===== src/rtl/wb_regfile_hilo.sv =====
// Writeback-stage register file: 32 GPRs with two combinational read ports
// (same-cycle write bypass) plus the HI/LO multiply/divide result pair.
module wb_regfile_hilo #(
    parameter int DATA_W = 32,
    parameter int ADDR_W = 5
) (
    input  logic              clk,
    input  logic              rst,
    input  logic              we,
    input  logic [ADDR_W-1:0] waddr,
    input  logic [DATA_W-1:0] wdata,
    input  logic              re1,
    input  logic [ADDR_W-1:0] raddr1,
    output logic [DATA_W-1:0] rdata1,
    input  logic              re2,
    input  logic [ADDR_W-1:0] raddr2,
    output logic [DATA_W-1:0] rdata2,
    input  logic              whilo,
    input  logic [DATA_W-1:0] hi_i,
    input  logic [DATA_W-1:0] lo_i,
    output logic [DATA_W-1:0] hi_o,
    output logic [DATA_W-1:0] lo_o
);

    localparam int NUM_REGS = 2 ** ADDR_W;

    logic [DATA_W-1:0] gpr [NUM_REGS];
    logic [DATA_W-1:0] hi_q;
    logic [DATA_W-1:0] lo_q;

    // NOTE: the whole array is cleared on reset because software relies on
    // zeroed GPRs; this keeps it in flops rather than a RAM macro.
    always_ff @(posedge clk) begin
        if (rst) begin
            for (int i = 0; i < NUM_REGS; i++) begin
                gpr[i] <= '0;
            end
        end else if (we && (waddr != '0)) begin
            // NOTE: non-blocking so every register samples pre-edge values.
            gpr[waddr] <= wdata;
        end
    end

    always_ff @(posedge clk) begin
        if (rst) begin
            hi_q <= '0;
            lo_q <= '0;
        end else if (whilo) begin
            hi_q <= hi_i;
            lo_q <= lo_i;
        end
    end

    assign hi_o = hi_q;
    assign lo_o = lo_q;

    // Register 0 is hardwired; a pending write to the read address is forwarded.
    function automatic logic [DATA_W-1:0] read_port(
        input logic              rst_v,
        input logic              re,
        input logic [ADDR_W-1:0] raddr,
        input logic              we_v,
        input logic [ADDR_W-1:0] waddr_v,
        input logic [DATA_W-1:0] wdata_v,
        input logic [DATA_W-1:0] stored
    );
        logic [DATA_W-1:0] result;
        result = '0;
        if (rst_v || (raddr == '0) || !re) begin
            result = '0;
        end else if (we_v && (raddr == waddr_v)) begin
            result = wdata_v;
        end else begin
            result = stored;
        end
        return result;
    endfunction

    // NOTE: each output gets its default before any branch so no latch forms.
    always_comb begin
        rdata1 = '0;
        rdata1 = read_port(rst, re1, raddr1, we, waddr, wdata, gpr[raddr1]);
    end

    always_comb begin
        rdata2 = '0;
        rdata2 = read_port(rst, re2, raddr2, we, waddr, wdata, gpr[raddr2]);
    end

endmodule


===== config.mk =====
export PLATFORM = sky130hd
export DESIGN_NAME = wb_regfile_hilo
export DESIGN_NICKNAME = d
export VERILOG_FILES = /design/src/rtl/wb_regfile_hilo.sv
export SDC_FILE = /design/constraint.sdc
export NUM_CORES = 2
export LEC_CHECK = 0
export CAP_MARGIN = 25
export CORE_ASPECT_RATIO = 2
export CORE_MARGIN = 8
export CORE_UTILIZATION = 45
export DETAILED_ROUTE_END_ITERATION = 16
export PLACE_DENSITY_LB_ADDON = 0.2
export SYNTH_ARGS = -nofsm -noshare
export SYNTH_HDL_FRONTEND = slang
export SYNTH_SLANG_ARGS = --single-unit

===== constraint.sdc =====
create_clock -name clk -period 9.8 [get_ports clk]
set_input_delay 0.98 -clock clk [delete_from_list [all_inputs] [get_ports clk]]
set_output_delay 0.98 -clock clk [all_outputs]
set_load 0.005 [all_outputs]

==> impl_metrics.csv <==
group,metric,value,unit
synth,synth-xor-area-share,0.00152,
floorplanning,dieArea,141000,um2
global_route,grt_pass1_vias,38400,
finish,drive_gt1_frac,0.172,
global_route,track_usage,0.279,
drt,routedWlPerCell,34.2,um
floorplanning,coreArea,128000,um2
clocking,cts.sinks,1088,
drt,routed_wl,202000,um
clocking,root_buffer,"clkbuf_16",
clocking,cts_tree,"done",
finish,nets,4242,
floorplanning,rows,186,
synth,yosysTopAreaCellShare,0.533,
synth,synth_fa_ha_area_frac,0,
drt,drcViolationCount,0,
synth,yosys.area.top_type,"edfxtp_1",
placement,hpwlAfterDp,120000,um
drt,vias,37500,
timing,timing.fmax,169,MHz
clocking,cts_buffers,102,
synth,syn_area_per_cell,14.3,um2
clocking,h-tree-depth,3,
synth,ys_seq_elements,1088,
placement,place_ws,4.11,ns
clocking,ctsResizeCount,0,
worst_setup_path,start_kind,"input port",
synth,synth_area_leaders,"edfxtp_1 (53%), mux4_2 (13%), and2_1 (11%), mux2i_1 (7.2%), dfxtp_1 (2.2%)",
synth,synth_commonest_cells,"edfxtp_1 (1024), and2_1 (992), mux2i_1 (416)",
floorplanning,die_h,523,um
worst_setup_path,arrival,4.94,ns
clocking,clk_pin_slew,0.06,ns
finish,final_area,65700,um2
power_and_ir_drop,powerDensity,170,nW/um2
power_and_ir_drop,p_leak,23.3,nW
floorplanning,io_pins,245,
drt,final_antenna_net_count,0,
run_status,status,"finished clean",
power_and_ir_drop,vdd_drop_max,0.148,mV
timing,fin_crit_sh,0.604,
finish,synthToLayoutAreaGrowth,13.7,%
timing,setup_viol,0,
clocking,clk-insertion-delay-late,0.71,ns
floorplanning,initial_core_util,0.452,
timing,rsz0062_at_grt,"false",
timing,tightest_slew,1.09,ns
worst_setup_path,critPathMaxFanout,40,
synth,netlist_instances,4034,
synth,synth_top_family_by_area,"multiplexers",
synth,synth_edf_count,1024,
timing,min_period,5.92,ns
synth,synth_most_common_cell,"edfxtp_1",
drt,viasPerCell,6.35,
synth,synthSimpleGateAreaFrac,0.130,
placement,io_buffers,244,
global_route,antenna_found_initial,11,
worst_setup_path,crit_path_end_kind,"primary output",
worst_setup_path,crit_type,"input port to primary output",
drt,firstDrtPassIters,5,
run,cap_violations,0,
timing,skew,0,ns
power_and_ir_drop,p_total,11.2,mW
timing,max-slew-margin-rel,0.267,
synth,synth.distinct_cells,50,
synth,synthFlopType,"edfxtp_1",
synth,yosysWarnings,0,
clocking,cts_buffer_depth,3,
synth,synthesis.area,57700,um2
timing,hold_viol,0,
synth,synth_mux_area_frac,0.225,
clocking,postCtsHoldBufs,0,
timing,setup_ws,3.88,ns
synth,seq_area_frac_synth,0.555,
synth,synth_compound_area_frac,0.0535,
global_route,grt_pass1_wl,284000,um
clocking,cts_setup_buffers,0,
global_route,overflow,0,
worst_setup_path,cp.required,8.82,ns
global_route,grt_max_degree,114,
placement,placed_area,62100,um2
worst_hold_path,min_path_type,"flip-flop to flip-flop",
drt,drt_iter0_markers,4166,
timing,slew_viol_final,0,
placement,placed_cells,5712,
floorplanning,fp.dieW,269,um
timing,fin_tns_setup,0,ns
finish,final_cell_count_no_fill,5906,
synth,async_flop_share,0,
placement,gp_congestion,0.949,
[sequential cells by signal, summed over array words and instances (netlist names)]
register  flops
lo_o         32
gpr        1024
hi_o         32
[report_power, final]
part / total [mW] / switching, mW / internal [mW] / leakage (nW)
logic: 1.40 / 0.822 / 0.574 / 11.3
registers: 5.47 / 0.132 / 5.34 / 10.3
clock network: 4.32 / 1.85 / 2.47 / 1.70
total: 11.2 / 2.80 / 8.38 / 23.3
[metal layers]
layer	wire, um	part of all wire	GRT usage	vias up
li1	-	-	-	15600
met3	16900	0.084	0.0505	500
met4	14500	0.072	0.173	6
met1	72300	0.36	0.337	19300
met2	98000	0.49	0.464	2099
met5	46	0.00023	0	-
[cell families (layout without fill, tap and decap cells)]
kind of cell,after synthesis,count (layout)
AOI/OAI and AO/OA,419,419
xor gates and xnor gates,10,10
buffers and inverters,427,571
DFF,1088,1088
muxes,801,801
other,1,37
and+or+nand+nor,1288,1288
[worst paths after layout]
path	from	to	slack, ns	cells after the start
max	raddr1[3]	rdata1[30]	3.88	10
max reg2reg	lo_o[24]	lo_o[24]	9.15	2
min	hi_o[27]	hi_o[27]	0.49	2
min reg2reg	hi_o[27]	hi_o[27]	0.49	2
[layout by cell type (no fill, tap or decap), drive strengths merged, types with 33 or more instances in the layout]
cell type,count
a211oi,55
a22oi,63
and2,994
buf,148
clkbuf,115
clkdlybuf4s50,233
clkinv,36
dfxtp,64
edfxtp,1024
mux2i,416
mux4,385
nand2,67
nor2,135
o21ai,34
o21bai,33
o22ai,100
[critical path, cell delays in order]
cell and delay, ns:
buf_2 0.08, buf_4 0.45, or3_2 0.73, buf_4 0.48, o311a_4 0.23, o21ai_4 0.10
buf_4 0.28, a31o_2 0.28, o21ai_0 0.55, clkdlybuf4s50_1 0.66
[stage by stage]
step / hold WS (ns) / util
2_1_floorplan: 0.485 / -
3_3_place_gp: 0.473 / 0.485
3_5_place_dp: 0.480 / 0.486
4_1_cts: 0.503 / 0.514
5_1_grt: 0.523 / 0.514
6_report: 0.494 / 0.514
[layout make-up]
type                    instances  area [um2]
clock inverters                73         907
well taps                    1692        2120
repair buffers                381        3630
multi-input cells            2550       24300
clock buffers                 115        2640
fillers                     10500       62100
inverters                       2        7.51
diodes                          5        12.5
flip-flops and latches       1088       32000
(Power assumes the default switching activity.)
